<file path="src/rtl/firebird7_in_gate1_tessent_data_mux_pkg.sv">
// Shared constants and chain-layout helpers for the gate1 data-mux TDR.
// Optional feature macro: TESSENT_DATA_MUX_PARITY_EN (adds a parity bit at chain position 0).
package firebird7_in_gate1_tessent_data_mux_pkg;

`ifdef TESSENT_DATA_MUX_PARITY_EN
  localparam int PAR_BITS = 1;
`else
  localparam int PAR_BITS = 0;
`endif

  // Field offsets inside one channel slice of the chain.
  localparam int SEL_OFS  = 0;
  localparam int DATA_OFS = 1;

  // Chain offset of channel c (its select bit); channel slices sit above the parity bit.
  function automatic int ch_lsb(input int c, input int width);
    return PAR_BITS + c * (width + 1);
  endfunction

  // Total scan-chain length, including the parity bit when present.
  function automatic int chain_len(input int num_ch, input int width);
    return PAR_BITS + num_ch * (width + 1);
  endfunction

endpackage

</file>
<file path="src/rtl/firebird7_in_gate1_tessent_data_mux_w_ch.sv">
// One channel: falling-edge update register holding select/override, plus the output mux.
// Optional feature macro: TESSENT_DATA_MUX_PARITY_EN (handled in the top; gated by upd_en_i).
module firebird7_in_gate1_tessent_data_mux_w_ch
  import firebird7_in_gate1_tessent_data_mux_pkg::*;
#(
  parameter int WIDTH     = 19,
  parameter bit RESET_SEL = 1'b0
) (
  input  logic             tck_i,
  input  logic             rst_ni,
  input  logic             upd_en_i,
  input  logic             sel_i,
  input  logic [WIDTH-1:0] data_i,
  input  logic [WIDTH-1:0] func_i,
  output logic [WIDTH-1:0] data_o,
  output logic             sel_o
);

  logic             sel_q;
  logic             sel_d;
  logic [WIDTH-1:0] data_q;
  logic [WIDTH-1:0] data_d;

  // Next state: load the shift-register fields only on an accepted update.
  always_comb begin
    sel_d  = sel_q;
    data_d = data_q;
    if (upd_en_i) begin
      sel_d  = sel_i;
      data_d = data_i;
    end
  end

  // Update register lives on the falling edge so it never races the shift edge.
  always_ff @(negedge tck_i or negedge rst_ni) begin
    if (!rst_ni) begin
      sel_q  <= RESET_SEL;
      data_q <= '0;
    end else begin
      sel_q  <= sel_d;
      data_q <= data_d;
    end
  end

  // Output mux is purely combinational: no latency on the functional path.
  assign data_o = sel_q ? data_q : func_i;
  assign sel_o  = sel_q;

endmodule

</file>
<file path="src/rtl/firebird7_in_gate1_tessent_data_mux_tdr.sv">
// IJTAG data override mux TDR: NUM_CH channels of WIDTH bits, capture/shift on rising
// ijtag_tck, update on falling ijtag_tck. Readback captures the value driven on data_out.
// Optional feature macro: TESSENT_DATA_MUX_PARITY_EN adds an odd-parity bit at chain
// position 0, suppresses updates with bad parity and reports them on sticky parity_err.
module firebird7_in_gate1_tessent_data_mux_tdr
  import firebird7_in_gate1_tessent_data_mux_pkg::*;
#(
  parameter int WIDTH     = 19,
  parameter int NUM_CH    = 4,
  parameter bit RESET_SEL = 1'b0
) (
  input  logic                    ijtag_tck,
  input  logic                    ijtag_reset,
  input  logic                    ijtag_sel,
  input  logic                    ijtag_ce,
  input  logic                    ijtag_se,
  input  logic                    ijtag_ue,
  input  logic                    ijtag_si,
  output logic                    ijtag_so,
  input  logic [NUM_CH*WIDTH-1:0] functional_data_in,
`ifdef TESSENT_DATA_MUX_PARITY_EN
  output logic                    parity_err,
`endif
  output logic [NUM_CH*WIDTH-1:0] data_out
);

  localparam int CH_LEN = WIDTH + 1;
  localparam int FLEN   = NUM_CH * CH_LEN;
  localparam int LEN    = chain_len(NUM_CH, WIDTH);

  logic [LEN-1:0]    shift_q;
  logic [LEN-1:0]    shift_d;
  logic [LEN-1:0]    cap_vec;
  logic [FLEN-1:0]   cap_fields;
  logic [NUM_CH-1:0] upd_sel;
  logic              upd_ok;

  for (genvar c = 0; c < NUM_CH; c++) begin : g_ch
    localparam int LSB = ch_lsb(c, WIDTH);

    firebird7_in_gate1_tessent_data_mux_w_ch #(
      .WIDTH    (WIDTH),
      .RESET_SEL(RESET_SEL)
    ) u_ch (
      .tck_i   (ijtag_tck),
      .rst_ni  (ijtag_reset),
      .upd_en_i(upd_ok),
      .sel_i   (shift_q[LSB+SEL_OFS]),
      .data_i  (shift_q[LSB+DATA_OFS +: WIDTH]),
      .func_i  (functional_data_in[c*WIDTH +: WIDTH]),
      .data_o  (data_out[c*WIDTH +: WIDTH]),
      .sel_o   (upd_sel[c])
    );

    // Readback returns what the channel actually drives, not the raw override value.
    assign cap_fields[c*CH_LEN+SEL_OFS]           = upd_sel[c];
    assign cap_fields[c*CH_LEN+DATA_OFS +: WIDTH] = data_out[c*WIDTH +: WIDTH];
  end

`ifdef TESSENT_DATA_MUX_PARITY_EN
  logic cap_q;
  logic parity_err_q;
  logic parity_err_d;

  // Captured image carries its own parity bit so it can be shifted back in unchanged.
  assign cap_vec = {cap_fields, ~^cap_fields};
  assign upd_ok  = ijtag_sel & ijtag_ue & (^shift_q);

  // Remember that a capture happened so the falling-edge error flag can clear on it.
  always_ff @(posedge ijtag_tck or negedge ijtag_reset) begin
    if (!ijtag_reset) cap_q <= 1'b0;
    else              cap_q <= ijtag_sel & ijtag_ce;
  end

  // A rejected update outranks a clear; both cannot be intended in the same half-cycle.
  always_comb begin
    parity_err_d = parity_err_q;
    if (ijtag_sel && ijtag_ue && !(^shift_q)) parity_err_d = 1'b1;
    else if (cap_q)                           parity_err_d = 1'b0;
  end

  // Sticky error flag, updated on the same edge as the update register it guards.
  always_ff @(negedge ijtag_tck or negedge ijtag_reset) begin
    if (!ijtag_reset) parity_err_q <= 1'b0;
    else              parity_err_q <= parity_err_d;
  end

  assign parity_err = parity_err_q;
`else
  assign cap_vec = cap_fields;
  assign upd_ok  = ijtag_sel & ijtag_ue;
`endif

  // Shift-register next state: capture beats shift; deselected TDR holds.
  always_comb begin
    shift_d = shift_q;
    if (ijtag_sel) begin
      if (ijtag_ce)      shift_d = cap_vec;
      else if (ijtag_se) shift_d = {ijtag_si, shift_q[LEN-1:1]};
    end
  end

  // Shift/capture register on the rising edge.
  always_ff @(posedge ijtag_tck or negedge ijtag_reset) begin
    if (!ijtag_reset) shift_q <= '0;
    else              shift_q <= shift_d;
  end

  assign ijtag_so = shift_q[0];

endmodule

</file>
<file path="config.mk">
export PLATFORM = sky130hd
export DESIGN_NAME = firebird7_in_gate1_tessent_data_mux_tdr
export DESIGN_NICKNAME = d
export VERILOG_FILES = /design/src/rtl/firebird7_in_gate1_tessent_data_mux_pkg.sv /design/src/rtl/firebird7_in_gate1_tessent_data_mux_w_ch.sv /design/src/rtl/firebird7_in_gate1_tessent_data_mux_tdr.sv
export SDC_FILE = /design/constraint.sdc
export NUM_CORES = 1
export LEC_CHECK = 0
export ABC_AREA = 0
export CAP_MARGIN = 0
export CORE_UTILIZATION = 50
export DETAILED_ROUTE_END_ITERATION = 6
export GPL_ROUTABILITY_DRIVEN = 0
export PLACE_DENSITY_LB_ADDON = 0.08
export SETUP_SLACK_MARGIN = 0.1
export SYNTH_ARGS = -nofsm -noshare
export SYNTH_HDL_FRONTEND = slang
export SYNTH_SLANG_ARGS = --single-unit
export TNS_END_PERCENT = 10
</file>
<file path="constraint.sdc">
create_clock -name ijtag_tck -period 1.6 [get_ports ijtag_tck]
set_input_delay 0.32 -clock ijtag_tck [delete_from_list [all_inputs] [get_ports ijtag_tck]]
set_output_delay 0.32 -clock ijtag_tck [all_outputs]
set_load 0.03 [all_outputs]
</file>
==> metrics.md, run 1 <==
| Metric | Value |
|---|---|
| Initial Util | slightly above 50% |
| Final Max Tran Viols | 0 |
| Register area share after synthesis | 49.63% |
| Pwr/cell area | 1632 nW/um^2 |
| Top layer in use | met4 |
| Routed wl met2 | 9519 um |
| Peak VDD IR | 1059 uV |
| Critical path fanouts, max | 10 |
| Worst Path Required | 1.28 ns |
| Syn Area/Cell | roughly 13 um^2 |
| H-tree depth | 4 |
| Worst min-delay path class | input pin to async pin |
| Routed via count | 5,668 |
| Core area | 15,830 um^2 |
| Antenna violations before repair | 0 |
| Setup Crit Path Kind | flip-flop to output port |
| Layout Cells excl Fill | 1,125 |
| Final Hold Slack | 0.1470 ns |
| Seq cells post-synth | 160 |
| Metal3 WL | around 580 um |
| Die H | ~130 um |
| CP startpoint kind | flip-flop |
| RSZ-0062 raised after global routing | true |
| Total GRT Usage | 23.74% |
| Clock insertion delay at the later pin of the skew report | 0.42 ns |
| Nets@finish | 979 |
| Largest net degree at the start of global routing | between 40 and 50 |
| Synth top area cells | dfrtn_1 (25%), dfrtp_1 (25%), mux2_4 (15%) |
| Status | finished with violations |
| Hpwl dp | about 13,000 um |
| Mapped cell area | around 8100 um^2 |
| Die area | 16,650 um^2 |
| Number of buffers created by CTS | 17 |
| Share of cells above drive strength 1 | 50.50% |
| Num ports | 160 |
| CTS tree | done |
| Final wirelength | slightly below 20,000 um |
| M1 WL | about 9000 um |
| Ant diodes | 0 |
| Clock Skew | ~0.028 ns |
| Lkg Pwr | 6.057 nW |
| Clock tree buffer depth | 2 |
| Port bufs | 159 |
| Largest stage delay, worst path | 0.41 ns |
| FP Rows | 46 |
| WL per Instance | 17.07 um |
| Failing checks | setup timing |
| Number of synthesis warnings | 0 |
| CTS root buf | clkbuf_16 |
| Post-synth top area cell | dfrtn_1 |
| Sink Count | 160 |
| Placed cells | 1,079 |
| Arr. time, crit path | 2.38 ns |
| Syn_nets | 683 |
| Max_cap viols | 0 |
| Endpoints failing hold | 0 |
| Fill count | 992 |
| Antenna-violating nets left | 0 |
| Gate Count Post-Synth | 600 |
| Clk slew on worst S/H paths | 0.06 ns |
| Global-route wire length before repair | approximately 30,000 um |
| Netlist cell types | 17 |
| First-pass DRT Iterations | 4 |
| DRT iter0 DRCs | 230 |
| Vias in the first global route | 5,855 |
| Area Overhead vs Synth | 50.78% |
| DR DRC count | 0 |
| Fin worst setup slack | -1.096 ns |
| Pin slew with the least headroom to its limit | 0.5384 ns |
| Grt total ovfl | 0 |
| Finish-stage setup viols | 236 |
| Slowest cell on crit path | dfrtn_1 |
| Setup crit end kind | output port |
| Yosys top cell area share | 24.81% |
| Critical path, cell by cell | buf_4, buf_12, mux2_4, buf_6 |
| Vias/cell | 5.038 |
| Die W | 129.0 um |
| Max-slew headroom | 63.97% |
| Worst slack, placed | -0.9379 ns |
## repair_timing
item / CTS / global route
hold buffers: 1 / 1
hold endpoints to repair: 80 / 2
gates resized for setup: 104 / 34
cloned: 2 / 2
pin swaps: 0 / 1
endpoints found under the setup margin: 236 / 288
setup buffers: 2 / 6
## kinds of logic (layout without fill, tap and decap cells)
group	count (synthesis)	in the layout	share of synthesized area [%]
mux	236	236	35.42
flops	160	160	49.63
compound gates	81	81	5.630
simple gates	81	81	4.172
buf+inv	42	351	5.149
## final timing paths
check                                       start                       to  slack, ns  depth (start not counted)
min in group ijtag_tck                   ijtag_ce              shift_q[63]       0.38                          4
min reg2reg                g_ch[2].u_ch.data_q[2]   g_ch[2].u_ch.data_q[2]       0.46                          1
max in group asynchronous             ijtag_reset  g_ch[3].u_ch.data_q[13]       0.52                          3
max reg2reg                    g_ch[0].u_ch.sel_o              shift_q[15]      -0.70                          6
min                                   ijtag_reset               shift_q[6]       0.15                          3
max                            g_ch[2].u_ch.sel_o             data_out[55]      -1.10                          4
## placed cells by master, fill, tap and decap left out
cell type        Yosys  layout
clkinvlp_4           0       2
clkbuf_8             0       2
dfrtp_1             80      80
mux2i_2              0      10
nand2_8              0       1
bufinv_16            0       6
buf_8                1       1
buf_16               0       4
o21ai_4              1       1
buf_6                9      80
clkdlybuf4s50_1      0      78
clkbuf_1             3       2
mux2i_4              0       2
dlymetal6s4s_1       0       1
buf_12               8      18
clkinv_2             0       3
dlygate4sd3_1        0       1
buf_4                9     134
buf_2               12       1
nand2_1             70      70
nand2_2             10      10
mux2i_1             80      68
mux2_2              76       3
o21ai_2             10      10
mux2_4              80     153
o21ai_1             70      70
clkbuf_16            0      18
dfrtn_1             80      80
## where the power goes
| group | switching, mW | internal, mW | total [mW] | leakage [nW] |
|---|---|---|---|---|
| Combinational | 3.83 | 5.27 | 9.10 | 3.71 |
| Clock | 1.60 | 3.00 | 4.60 | 0.323 |
| Sequential | 0.791 | 5.37 | 6.16 | 2.02 |
## final cells by class
class | instances | area [um^2] | share of cell area (%)
multi-input cells | 398 | 3994 | 32.83
clock buffers | 21 | 460.4 | 3.785
repair buffers | 319 | 3226 | 26.52
clock inverters | 11 | 210.2 | 1.728
well taps | 216 | 270.3 | 2.222
flip-flops and latches | 160 | 4004 | 32.91
## critical path, delay by kind of cell, from the launching register on
kind     cells  cell delay, ns
buf+inv      3            0.43
flops        1            0.41
mux          1            0.34
## sequential cells by signal, indices dropped and copies added, names as in the netlist
name / count
shift_q: 80
g_ch.u_ch.sel_o: 4
g_ch.u_ch.data_q: 76
## cells in the mapped netlist
cell and n:
buf_4 9, dfrtn_1 80, nand2_4 1, o21ai_2 10
dfrtp_1 80, mux2i_1 80, nand2_2 10, mux2_4 80
buf_12 8, o21ai_4 1, nand2_1 70, buf_8 1
buf_2 12, buf_6 9, clkbuf_1 3, o21ai_1 70
mux2_2 76
## routing by layer
layer  vias up  GRT usage, %
met4         0         8.166
met1      2811         31.50
li1       2715             -
met3        22         4.418
met2       120         39.24
met5         -             0
## through the flow
stage / setup TNS (ns) / util, % / total power [mW] / cell area (um^2)
after detailed placement: -181.72 / 68.83 / 14.30 / 10890
after floorplan: -101.87 / - / 11.03 / 8353
after global routing: -134.79 / 76.85 / 20.78 / 12160
final: -128.24 / 76.85 / 19.85 / 12160
after CTS: -129.05 / 75.56 / 19.66 / 11960
after global placement: -176.89 / 68.83 / 14.05 / 10890
No activity file was read; power rests on OpenSTA's default activity.
==> run 2: changes to the inputs <==
--- a/config.mk
+++ b/config.mk
@@ -12,6 +12,7 @@
 export GPL_ROUTABILITY_DRIVEN = 0
 export PLACE_DENSITY_LB_ADDON = 0.08
 export SETUP_SLACK_MARGIN = 0.1
+export SLEW_MARGIN = 20
 export SYNTH_ARGS = -nofsm -noshare
 export SYNTH_HDL_FRONTEND = slang
 export SYNTH_SLANG_ARGS = --single-unit
==> results of run 2 <==
Final layout, timing and power as in run 1 (identical DEF).
